==> config.mk <==
export PLATFORM = sky130hd
export DESIGN_NAME = mdu_sequencer_flat
export DESIGN_NICKNAME = d
export VERILOG_FILES = /design/src/rtl/mdu_sequencer_if.sv /design/src/rtl/mdu_sequencer.sv /design/src/flat_wrapper.sv
export SDC_FILE = /design/constraint.sdc
export NUM_CORES = 1
export LEC_CHECK = 0
export CAP_MARGIN = 10
export CORE_ASPECT_RATIO = 2
export CORE_MARGIN = 10
export CORE_UTILIZATION = 30
export DETAILED_ROUTE_END_ITERATION = 10
export DONT_BUFFER_PORTS = 1
export PLACE_DENSITY = 0.53
export SLEW_MARGIN = 20
export SYNTH_ARGS = -nofsm -noshare
export SYNTH_HDL_FRONTEND = slang
export SYNTH_SLANG_ARGS = --single-unit
==> constraint.sdc <==
create_clock -name clk -period 3.97 [get_ports clk]
set_clock_uncertainty 0.2 [all_clocks]
set_input_delay 0.794 -clock clk [delete_from_list [all_inputs] [get_ports clk]]
set_output_delay 0.794 -clock clk [all_outputs]
set_load 0.02 [all_outputs]
==> src/rtl/mdu_sequencer_if.sv <==
// EX-stage <-> MDU sequencer request/status bundle.
// The EX side (master) drives the request and operands; the sequencer (slave)
// returns stall, datapath strobes and status.
interface mdu_sequencer_if #(
  parameter int unsigned XLEN = 64
);

  logic            MduReqE;
  logic [2:0]      MduOpE;
  logic            MduWordE;
  logic [XLEN-1:0] SrcAE;
  logic [XLEN-1:0] SrcBE;
  logic            KillE;

  logic            MduStall;
  logic            MduLoad;
  logic            MduStep;
  logic            MduDone;
  logic [1:0]      MduSpecial;
  logic            MduBusy;
  logic [6:0]      StepCnt;

  modport master (
    output MduReqE, MduOpE, MduWordE, SrcAE, SrcBE, KillE,
    input  MduStall, MduLoad, MduStep, MduDone, MduSpecial, MduBusy, StepCnt
  );

  modport slave (
    input  MduReqE, MduOpE, MduWordE, SrcAE, SrcBE, KillE,
    output MduStall, MduLoad, MduStep, MduDone, MduSpecial, MduBusy, StepCnt
  );

endinterface

==> src/rtl/mdu_sequencer.sv <==
// Cycle-level controller for the iterative multiply/divide unit.
// Accepts an M-extension op from EX, issues load/step/done strobes to the MDU
// datapath, short-circuits divide-by-zero and signed overflow, and holds the
// pipeline stall until the result is ready.
module mdu_sequencer #(
  parameter int unsigned XLEN       = 64,
  parameter int unsigned MUL_CYCLES = 3
) (
  input  logic         clk,
  input  logic         reset,
  mdu_sequencer_if.slave mdu
);

  localparam int unsigned CNT_W      = 7;
  localparam int unsigned DIV_STEPS  = 64;
  localparam int unsigned DIVW_STEPS = 32;

  localparam logic [1:0] SPEC_NONE = 2'b00;
  localparam logic [1:0] SPEC_DIVZ = 2'b01;
  localparam logic [1:0] SPEC_OVF  = 2'b10;

  typedef enum logic [1:0] {
    S_IDLE = 2'b00,
    S_BUSY = 2'b01,
    S_DONE = 2'b10
  } state_t;

  state_t           r_state;
  state_t           w_state_nxt;
  logic [CNT_W-1:0] r_step_cnt;
  logic [CNT_W-1:0] w_step_cnt_nxt;
  logic [1:0]       r_special;
  logic [1:0]       w_special_nxt;

  logic             w_load;
  logic             w_step;
  logic             w_done;
  logic             w_stall;

  logic             w_is_div;
  logic             w_is_signed;
  logic             w_divz;
  logic             w_ovf;
  logic [1:0]       w_special_cls;
  logic [CNT_W-1:0] w_steps;

  // Operand classification: zero divisor and most-negative / -1 overflow,
  // evaluated at the operand width selected by the W variant.
  always_comb begin
    w_is_div    = mdu.MduOpE[2];
    w_is_signed = ~mdu.MduOpE[0];
    if (mdu.MduWordE) begin
      w_divz = (mdu.SrcBE[31:0] == 32'h0000_0000);
      w_ovf  = (mdu.SrcAE[31:0] == 32'h8000_0000) &&
               (mdu.SrcBE[31:0] == 32'hFFFF_FFFF);
    end else begin
      w_divz = (mdu.SrcBE == {XLEN{1'b0}});
      w_ovf  = (mdu.SrcAE == {1'b1, {(XLEN-1){1'b0}}}) &&
               (mdu.SrcBE == {XLEN{1'b1}});
    end

    w_special_cls = SPEC_NONE;
    if (w_is_div) begin
      if (w_divz) begin
        w_special_cls = SPEC_DIVZ;
      end else if (w_ovf && w_is_signed) begin
        w_special_cls = SPEC_OVF;
      end
    end

    if (!w_is_div) begin
      w_steps = CNT_W'(MUL_CYCLES);
    end else if (mdu.MduWordE) begin
      w_steps = CNT_W'(DIVW_STEPS);
    end else begin
      w_steps = CNT_W'(DIV_STEPS);
    end
  end

  // State register.
  always_ff @(posedge clk) begin
    if (reset) begin
      r_state <= S_IDLE;
    end else begin
      r_state <= w_state_nxt;
    end
  end

  // Next state, strobes, stall and counter/special next values.
  always_comb begin
    w_state_nxt    = r_state;
    w_step_cnt_nxt = r_step_cnt;
    w_special_nxt  = r_special;
    w_load         = 1'b0;
    w_step         = 1'b0;
    w_done         = 1'b0;
    w_stall        = 1'b0;

    unique case (r_state)
      S_IDLE: begin
        if (mdu.MduReqE && !mdu.KillE) begin
          w_load  = 1'b1;
          w_stall = 1'b1;
          if (w_special_cls != SPEC_NONE) begin
            w_special_nxt  = w_special_cls;
            w_step_cnt_nxt = '0;
            w_state_nxt    = S_DONE;
          end else begin
            w_special_nxt  = SPEC_NONE;
            w_step_cnt_nxt = w_steps;
            w_state_nxt    = S_BUSY;
          end
        end
      end

      S_BUSY: begin
        if (mdu.KillE) begin
          w_step_cnt_nxt = '0;
          w_state_nxt    = S_IDLE;
        end else begin
          w_step         = 1'b1;
          w_stall        = 1'b1;
          w_step_cnt_nxt = r_step_cnt - CNT_W'(1);
          // Guard against a zero count so the counter can never wrap.
          if (r_step_cnt <= CNT_W'(1)) begin
            w_step_cnt_nxt = '0;
            w_state_nxt    = S_DONE;
          end
        end
      end

      S_DONE: begin
        w_state_nxt = S_IDLE;
        if (mdu.KillE) begin
          w_step_cnt_nxt = '0;
        end else begin
          w_done = 1'b1;
        end
      end

      default: begin
        w_step_cnt_nxt = '0;
        w_state_nxt    = S_IDLE;
      end
    endcase
  end

  // Step counter and latched special-case code.
  always_ff @(posedge clk) begin
    if (reset) begin
      r_step_cnt <= '0;
      r_special  <= SPEC_NONE;
    end else begin
      r_step_cnt <= w_step_cnt_nxt;
      r_special  <= w_special_nxt;
    end
  end

  // Strobes and stall are combinational so they land in the request cycle;
  // reset masks them so nothing fires while the block is being cleared.
  assign mdu.MduLoad    = w_load  & ~reset;
  assign mdu.MduStep    = w_step  & ~reset;
  assign mdu.MduDone    = w_done  & ~reset;
  assign mdu.MduStall   = w_stall & ~reset;
  assign mdu.MduSpecial = r_special;
  assign mdu.MduBusy    = (r_state != S_IDLE);
  assign mdu.StepCnt    = r_step_cnt;

endmodule

==> src/flat_wrapper.sv <==
// flat-port wrapper written by rule: the top's interface ports become plain ports
module mdu_sequencer_flat 
#(
  parameter int unsigned XLEN       = 64,
  parameter int unsigned MUL_CYCLES = 3
)
  (clk, reset, mdu_MduReqE, mdu_MduOpE, mdu_MduWordE, mdu_SrcAE, mdu_SrcBE, mdu_KillE, mdu_MduStall, mdu_MduLoad, mdu_MduStep, mdu_MduDone, mdu_MduSpecial, mdu_MduBusy, mdu_StepCnt);
  mdu_sequencer_if #(.XLEN(XLEN)) mdu_i ();
  input  logic clk;
  input  logic reset;
  input wire logic [$bits(mdu_i.MduReqE)-1:0] mdu_MduReqE;
  input wire logic [$bits(mdu_i.MduOpE)-1:0] mdu_MduOpE;
  input wire logic [$bits(mdu_i.MduWordE)-1:0] mdu_MduWordE;
  input wire logic [$bits(mdu_i.SrcAE)-1:0] mdu_SrcAE;
  input wire logic [$bits(mdu_i.SrcBE)-1:0] mdu_SrcBE;
  input wire logic [$bits(mdu_i.KillE)-1:0] mdu_KillE;
  output wire logic [$bits(mdu_i.MduStall)-1:0] mdu_MduStall;
  output wire logic [$bits(mdu_i.MduLoad)-1:0] mdu_MduLoad;
  output wire logic [$bits(mdu_i.MduStep)-1:0] mdu_MduStep;
  output wire logic [$bits(mdu_i.MduDone)-1:0] mdu_MduDone;
  output wire logic [$bits(mdu_i.MduSpecial)-1:0] mdu_MduSpecial;
  output wire logic [$bits(mdu_i.MduBusy)-1:0] mdu_MduBusy;
  output wire logic [$bits(mdu_i.StepCnt)-1:0] mdu_StepCnt;
  assign mdu_i.MduReqE = mdu_MduReqE;
  assign mdu_i.MduOpE = mdu_MduOpE;
  assign mdu_i.MduWordE = mdu_MduWordE;
  assign mdu_i.SrcAE = mdu_SrcAE;
  assign mdu_i.SrcBE = mdu_SrcBE;
  assign mdu_i.KillE = mdu_KillE;
  assign mdu_MduStall = mdu_i.MduStall;
  assign mdu_MduLoad = mdu_i.MduLoad;
  assign mdu_MduStep = mdu_i.MduStep;
  assign mdu_MduDone = mdu_i.MduDone;
  assign mdu_MduSpecial = mdu_i.MduSpecial;
  assign mdu_MduBusy = mdu_i.MduBusy;
  assign mdu_StepCnt = mdu_i.StepCnt;
  mdu_sequencer #(.XLEN(XLEN), .MUL_CYCLES(MUL_CYCLES)) u_core (.clk(clk), .reset(reset), .mdu(mdu_i));
endmodule
; Word level (Yosys, flattened, before mapping)
; Cells that the tools add are included.
[word_totals]
ff_bits = 11
input_bits = 136
[op_classes]
n_addsub = 1
mux = 25
n_lt_le_gt_ge = 1
eq_ne = 9
n_reduce_logical = 13
n_bitwise = 6
[ops]
columns = op, n
row1 = $eq A64 B64 Y1 const B, 2
row2 = $eq A32 B32 Y1 const B, 2
row3 = $logic_not A64 Y1, 1
row4 = $mux W7, 7
row5 = $logic_not A32 Y1, 1
row6 = $pmux W7 S3, 1
row7 = $mux W2, 8
row8 = $le A7 B1 Y1 const B, 1
row9 = $mux W1, 7
row10 = $sub A7 B1 Y7 const B, 1
row11 = $reduce_and A2 Y1, 3
row12 = $and A1 B1 Y1, 4
row13 = $logic_and A1 B1 Y1, 4
row14 = $pmux W2 S2, 1
row15 = $reduce_bool A2 Y1, 2
row16 = $ne A3 B2 Y1 const B, 1
row17 = $eq A2 B1 Y1 const B, 1
row18 = $eq A2 B2 Y1 const B, 1
row19 = $logic_not A2 Y1, 1
row20 = $ne A2 B1 Y1 const B, 1
row21 = $ne A2 B2 Y1 const B, 1
row22 = $not A1 Y1, 2
row23 = $pmux W1 S2, 1
row24 = $logic_not A1 Y1, 1

; Longest topological paths before layout
; Gate-level depths: netlist of the first run.
[depth]
depth_word = 11
mapped_depth = 8
ltp_nobuf = 8

; Worst setup path before layout of the first run
; OpenSTA, ideal clock, no wires.
[synth_timing]
path_type = input to output
from = input port reset
to = output port mdu_MduDone
path_slack_ns = 1.249
arrival_time_ns = 1.727
cell_stages = 2
cell_sequence = clkbuf_1 -> nor4b_1
[synth_via]
elab_chain_len = 2
[synth_lines]
columns = item, line_no
row1 = "start, declared", flat_wrapper.sv:10  ; input logic reset;
row2 = $not A1 Y1, mdu_sequencer.sv:163  ; assign mdu.MduDone = w_done & ~reset;
row3 = $and A1 B1 Y1, mdu_sequencer.sv:163
row4 = "end, declared", flat_wrapper.sv:20  ; output wire logic [$bits(mdu_i.MduDone)-1:0] mdu_MduDone;
; Every way passes these cells.

; Worst setup path in the final report of the first run
[layout_timing]
from = input port mdu_KillE
to = output port mdu_MduStall
[layout_via]
elab_chain_len = 5
[layout_lines]
columns = item, line_no
row1 = "start, declared", flat_wrapper.sv:16  ; input wire logic [$bits(mdu_i.KillE)-1:0] mdu_KillE;
row2 = $logic_not A1 Y1, mdu_sequencer.sv:101  ; if (mdu.MduReqE && !mdu.KillE) begin
row3 = $logic_and A1 B1 Y1, mdu_sequencer.sv:101
row4 = $mux W1, mdu_sequencer.sv:101
row5 = $pmux W1 S2 *, mdu_sequencer.sv:99  ; unique case (r_state)
row6 = $and A1 B1 Y1 *, mdu_sequencer.sv:164  ; assign mdu.MduStall = w_stall & ~reset;
row7 = "end, declared", flat_wrapper.sv:17  ; output wire logic [$bits(mdu_i.MduStall)-1:0] mdu_MduStall;
; Every way passes the cells marked *; elsewhere a longest branch is shown, timed or not.

==> results of run 1 <==
placed cells by master (no fill, tap or decap), types with 2 or more instances in the layout:
cell / n
dfxtp_1: 11
ha_1: 2
or4b_1: 2
nand4b_1: 2
o21ai_1: 5
nand3b_1: 2
a21oi_1: 7
clkbuf_8: 3
nor2_1: 22
nor4_4: 2
or3_1: 3
nand2_1: 9
inv_1: 3
and4b_1: 2
nand2b_1: 4
nor3_1: 8
nor4b_1: 2
nor4_1: 28
nand4_1: 20
o31ai_1: 2
area by class of cell:
| class | instances | area share |
|---|---|---|
| Clock buffer | 4 | 0.0362 |
| Tap cell | 49 | 0.0493 |
| Multi-Input combinational cell | 141 | 0.722 |
| Sequential cell | 11 | 0.177 |
| Inverter | 3 | 0.00905 |
| Timing Repair Buffer | 1 | 0.00604 |
kinds of logic (layout without fill, tap and decap cells):
group | Yosys count | in the layout
flops | 11 | 11
compound gates | 26 | 26
simple gates | 113 | 113
fa+ha+maj | 2 | 2
buf+inv | 7 | 8
per-stage QoR:
step	hold WS, ns	instances	cell area [sq um]	worst slack, ns	power, mW
2_1_floorplan	0.330	159	1140	1.25	0.164
3_3_place_gp	0.354	205	1200	1.20	0.169
3_5_place_dp	0.366	205	1200	1.18	0.171
4_1_cts	0.374	209	1240	1.18	0.285
5_1_grt	0.408	209	1240	1.13	0.296
6_report	0.368	209	1240	1.19	0.282
per-layer routing:
| metal | routed length [um] | share of wire |
|---|---|---|
| met5 | 0 | 0 |
| met4 | 59 | 0.011 |
| met3 | 782 | 0.14 |
| met2 | 3100 | 0.56 |
| met1 | 1580 | 0.29 |
power groups by stage:
stage	Combinational [mW]	Clock (mW)	Sequential [mW]
after floorplan	0.0407	0	0.123
after global placement	0.0450	0	0.124
after detailed placement	0.0467	0	0.124
after CTS	0.0471	0.116	0.122
after global routing	0.0534	0.120	0.123
final	0.0470	0.113	0.122
worst reg2reg max path, stage by stage, from the launching register on:
cell and delay (ns):
dfxtp_1 0.49, inv_1 0.13, ha_1 0.19, o21bai_1 0.14, a31o_2 0.35, nor2_1 0.19
nor2_1 0.07, a311oi_1 0.30
state kept, by name, indices dropped and copies added, names as in the netlist:
signal and cells:
u_core.r_state 2, u_core.mdu.MduSpecial 2, u_core.mdu.StepCnt 7
worst paths after layout:
kind	startpoint	cells past startpoint	to	slack, ns
worst max-delay path	mdu_KillE	3	mdu_MduStall	1.19
worst min-delay path	u_core.mdu.MduSpecial[1]	2	u_core.mdu.MduSpecial[1]	0.37
worst max register to register	u_core.mdu.StepCnt[1]	7	u_core.mdu.StepCnt[3]	1.82
worst min register to register	u_core.mdu.MduSpecial[1]	2	u_core.mdu.MduSpecial[1]	0.37
==> results.yml, run 1 <==
run_status:
  status: "finished, final reports clean"
yosys:
  synth_edf_count: 0
  ys_warn_count: 0
  synth-compound-area-share: 0.154
  synth.yosys.seq_area_share: 0.192
  synthTopCellsByArea: "dfxtp_1 19%, nor4_1 15%, nand4_1 11%, nor2_1 7.2%, nor4_4 3.7%"
  synthFlopType: "dfxtp_1"
  synth.distinct_cells: 39
  synth_nets: 297
  ys_top_cells_by_count: "28 x nor4_1, 22 x nor2_1, 20 x nand4_1"
  muxShareOfSynthArea: 0
  synth_top_area_frac: 0.192
  ys_ff_latch: 11
  netlist_area_sq_um: 1140
  synth-simple-area-share: 0.609
  synthXorXnorAreaFrac: 0
  avgSynthCellArea_sq_um: 7.20
  syn_inst: 159
  synth_adder_area_share: 0.0219
  synth_top_family_by_area: "simple AND/OR/NAND/NOR gates"
  yosysTopAreaCell: "dfxtp_1"
  synth_async_sr_flop_share: 0
  yosysMostFrequentCell: "nor4_1"
cts:
  clkSinkCount: 11
  cts_tree: "built"
  cts_buffer_depth: 2
  insertion_delay_ns: 0.24
  postCtsHoldBufs: 0
  cts_resized: 0
  clkTransAtPathRegs_ns: 0.05
  post_cts_buffers: 0
  htree_levels: 1
  cts-root-buf: "clkbuf_8"
  cts-buffers-inserted: 3
global_routing:
  grt_usage: 0.149
  grtUsageMet1: 0.119
  grt_use_met2: 0.296
  grt_max_degree: 15
  grt_pass1_vias: 1622
  grtUsageMet3: 0.0834
  grt_overflow: 0
  grt.busiest_layer: "met2"
  antenna_found_initial: 0
  grt_pass1_wl_um: 8320
placed_design:
  hpwl_um: 4990
  io_buffer_count: 0
  place_congestion: 0.829
worst_setup_path:
  critPathMaxStageDelay_ns: 0.49
  slowest_stage: "a21oi_1"
  arrival_ns: 1.79
  crit_fanout: 8
  required_ns: 2.98
  crit_path_start_kind: "input port"
  crit_type: "input port to output pin"
  cpLargestDelayFamily: "simple AND/OR/NAND/NOR gates"
  end_kind: "output pin"
  worstPathCellList: "nand2b_1, or2_1, a21oi_1"
  crit_buf_inv: 0
floorplan:
  core_region_area_sq_um: 3650
  dieArea_sq_um: 6840
  num_io_pins: 150
  start_util: 0.314
  die_x_um: 63.7
  die-height_um: 107
  rows: 31
pwr:
  internal_power_mw: 0.204
  switching_share: 0.277
  p_clk_frac: 0.400
  vdd_ir_drop_max_v: 0.000178
  p_seq_frac: 0.433
  combPwrFrac: 0.167
  switchingPower_mw: 0.0781
  leakage_nw: 0.340
  p_per_area_nw_per_um2: 227
sta:
  tightest_slew_ns: 0.730
  setup_viol: 0
  finalCritPeriodShare: 0.701
  slew_violations: 0
  max_freq_mhz: 359
  setup_tns_ns: 0
  hold_viol: 0
  slew_headroom: 0.510
  rsz0062_at_grt: "false"
  finalCriticalPeriod_ns: 2.78
cells_and_area:
  antenna_cells: 0
  filler_cell_count: 414
  seq_area_sq_um: 220
  syn_to_final_growth_pct: 8.63
  final_core_util: 0.341
  drive_above_1_share: 0.0750
  multi_input_area_sq_um: 898
  nets: 299
hold_path:
  min_path_type: "register to register"
drt:
  drtIter0Drc: 73
  wl_per_cell_um: 26.4
  ant_nets: 0
  via_per_inst: 6.72
  drt-pass1-iter-count: 5
  routed_wl_um: 5530
  drcViolationCount: 0
  num_vias: 1404
job:
  cap_viol_max_count: 0
(Power assumes the default switching activity.)
==> inputs of run 2 (changes only) <==
==> constraint.sdc (replaced) <==
create_clock -name clk -period 2.8 [get_ports clk]
set_clock_uncertainty 0.2 [all_clocks]
set_input_delay 0.56 -clock clk [delete_from_list [all_inputs] [get_ports clk]]
set_output_delay 0.56 -clock clk [all_outputs]
set_load 0.02 [all_outputs]
==> results.yml, run 2 (synthesis results as in run 1) <==
global_routing:
  grt_pass1_wl_um: 8160
  grt_max_degree: 15
  grt_pass1_vias: 1588
  grt_overflow: 0
  grt_usage: 0.147
  antenna_found_initial: 0
worst_setup_path:
  required_ns: 2.04
  arrival_ns: 1.68
  crit_type: "register to output pin"
  crit_fanout: 8
  r2r_slack_ns: 0.69
  end_kind: "output pin"
  crit_path_start_kind: "register"
cts:
  cts_tree: "built"
  clkSinkCount: 11
  cts_resized: 0
  cts-root-buf: "clkbuf_8"
  post_cts_buffers: 0
  htree_levels: 1
  cts_buffer_depth: 2
  insertion_delay_ns: 0.24
  cts-buffers-inserted: 3
  clkTransAtPathRegs_ns: 0.05
  postCtsHoldBufs: 0
sta:
  setup_viol: 0
  layout_setup_ws_ns: 0.363
  max_freq_mhz: 410
  slew_headroom: 0.540
  finalCritPeriodShare: 0.870
  rsz0062_at_grt: "false"
  slew_violations: 0
  setup_tns_ns: 0
  tightest_slew_ns: 0.685
  finalCriticalPeriod_ns: 2.44
  hold_viol: 0
drt:
  num_vias: 1414
  drt-pass1-iter-count: 4
  routed_wl_um: 5510
  drtIter0Drc: 78
  via_per_inst: 6.73
  ant_nets: 0
  wl_per_cell_um: 26.2
  drcViolationCount: 0
cells_and_area:
  largest_reg_flops: 7
  mostFrequentLayoutCell: "nor4_1"
  drive_above_1_share: 0.0807
  nets: 300
  fin_cells: 210
  filler_cell_count: 421
  final_cell_mix: "28 x nor4_1, 22 x nor2_1, 20 x nand4_1"
  syn_to_final_growth_pct: 9.29
  final_core_util: 0.343
  antenna_cells: 0
floorplan:
  die-height_um: 107
  core_region_area_sq_um: 3650
  rows: 31
  num_io_pins: 150
  start_util: 0.314
  die_x_um: 63.7
  dieArea_sq_um: 6840
pwr:
  vdd_ir_drop_max_v: 0.000172
  leakage_nw: 0.345
  p_per_area_nw_per_um2: 322
placed_design:
  dp_cells: 206
  io_buffer_count: 0
  post-place-ws_ns: 0.414
  place_congestion: 0.829
  hpwl_um: 4980
hold_path:
  min_path_type: "input port to register"
job:
  cap_viol_max_count: 0
run_status:
  status: "finished, final reports clean"
-- run 2: changes by cell type in the layout (fill, tap and decap cells not counted) --
cell	before	now
buf_4	1	2
-- run 2: path summary, 6_finish.rpt --
| kind | cells past startpoint | from | endpoint |
|---|---|---|---|
| setup reg to reg | 7 | u_core.mdu.StepCnt[1] | u_core.mdu.StepCnt[3] |
| hold / removal | 1 | reset | u_core.mdu.MduSpecial[0] |
| setup / recovery | 5 | u_core.r_state[1] | mdu_MduStall |
| hold reg to reg | 2 | u_core.mdu.MduSpecial[1] | u_core.mdu.MduSpecial[1] |
-- run 2: critical path, cell delays in order (launching register included) --
cell and delay, ns:
dfxtp_1 0.35, nor2_1 0.14, inv_1 0.17, or2_1 0.38, a21oi_1 0.21, buf_4 0.18
-- run 2: metal layers --
metal / wire (um) / track usage
met1: 1590 / 0.116
met2: 3080 / 0.293
met3: 778 / 0.0792
met4: 61 / 0.0440
met5: 0 / 0
-- run 2: cell type report --
| cell class | count | area (sq um) | area share |
|---|---|---|---|
| multi-input combinational | 141 | 898 | 0.718 |
| sequential | 11 | 220 | 0.176 |
| tap | 49 | 61.3 | 0.0490 |
| clock buffer | 4 | 45.0 | 0.0360 |
| timing repair buffer | 2 | 15.0 | 0.0120 |
| inverter | 3 | 11.3 | 0.00900 |
-- run 2: where the power goes --
group / switching, mW / internal (mW) / total [mW]
logic: 0.0389 / 0.0286 / 0.0675
registers: 0.0113 / 0.162 / 0.173
clock network: 0.0623 / 0.100 / 0.163
-- run 2: per-stage QoR --
step           hold WS (ns)  cell area (sq um)  power, mW
3_3_place_gp          0.355               1210      0.241
2_1_floorplan         0.330               1140      0.232
6_report              0.189               1250      0.403
5_1_grt               0.179               1250      0.423
3_5_place_dp          0.393               1210      0.244
4_1_cts               0.184               1250      0.405
==> inputs of run 3 (changes only) <==
--- a/config.mk
+++ b/config.mk
@@ -12,6 +12,7 @@
 export DETAILED_ROUTE_END_ITERATION = 10
 export DONT_BUFFER_PORTS = 1
 export PLACE_DENSITY = 0.53
+export RECOVER_POWER = 25
 export SLEW_MARGIN = 20
 export SYNTH_ARGS = -nofsm -noshare
 export SYNTH_HDL_FRONTEND = slang
==> results of run 3 <==
Same layout as run 2: the final DEF is identical, and so are final timing and power.
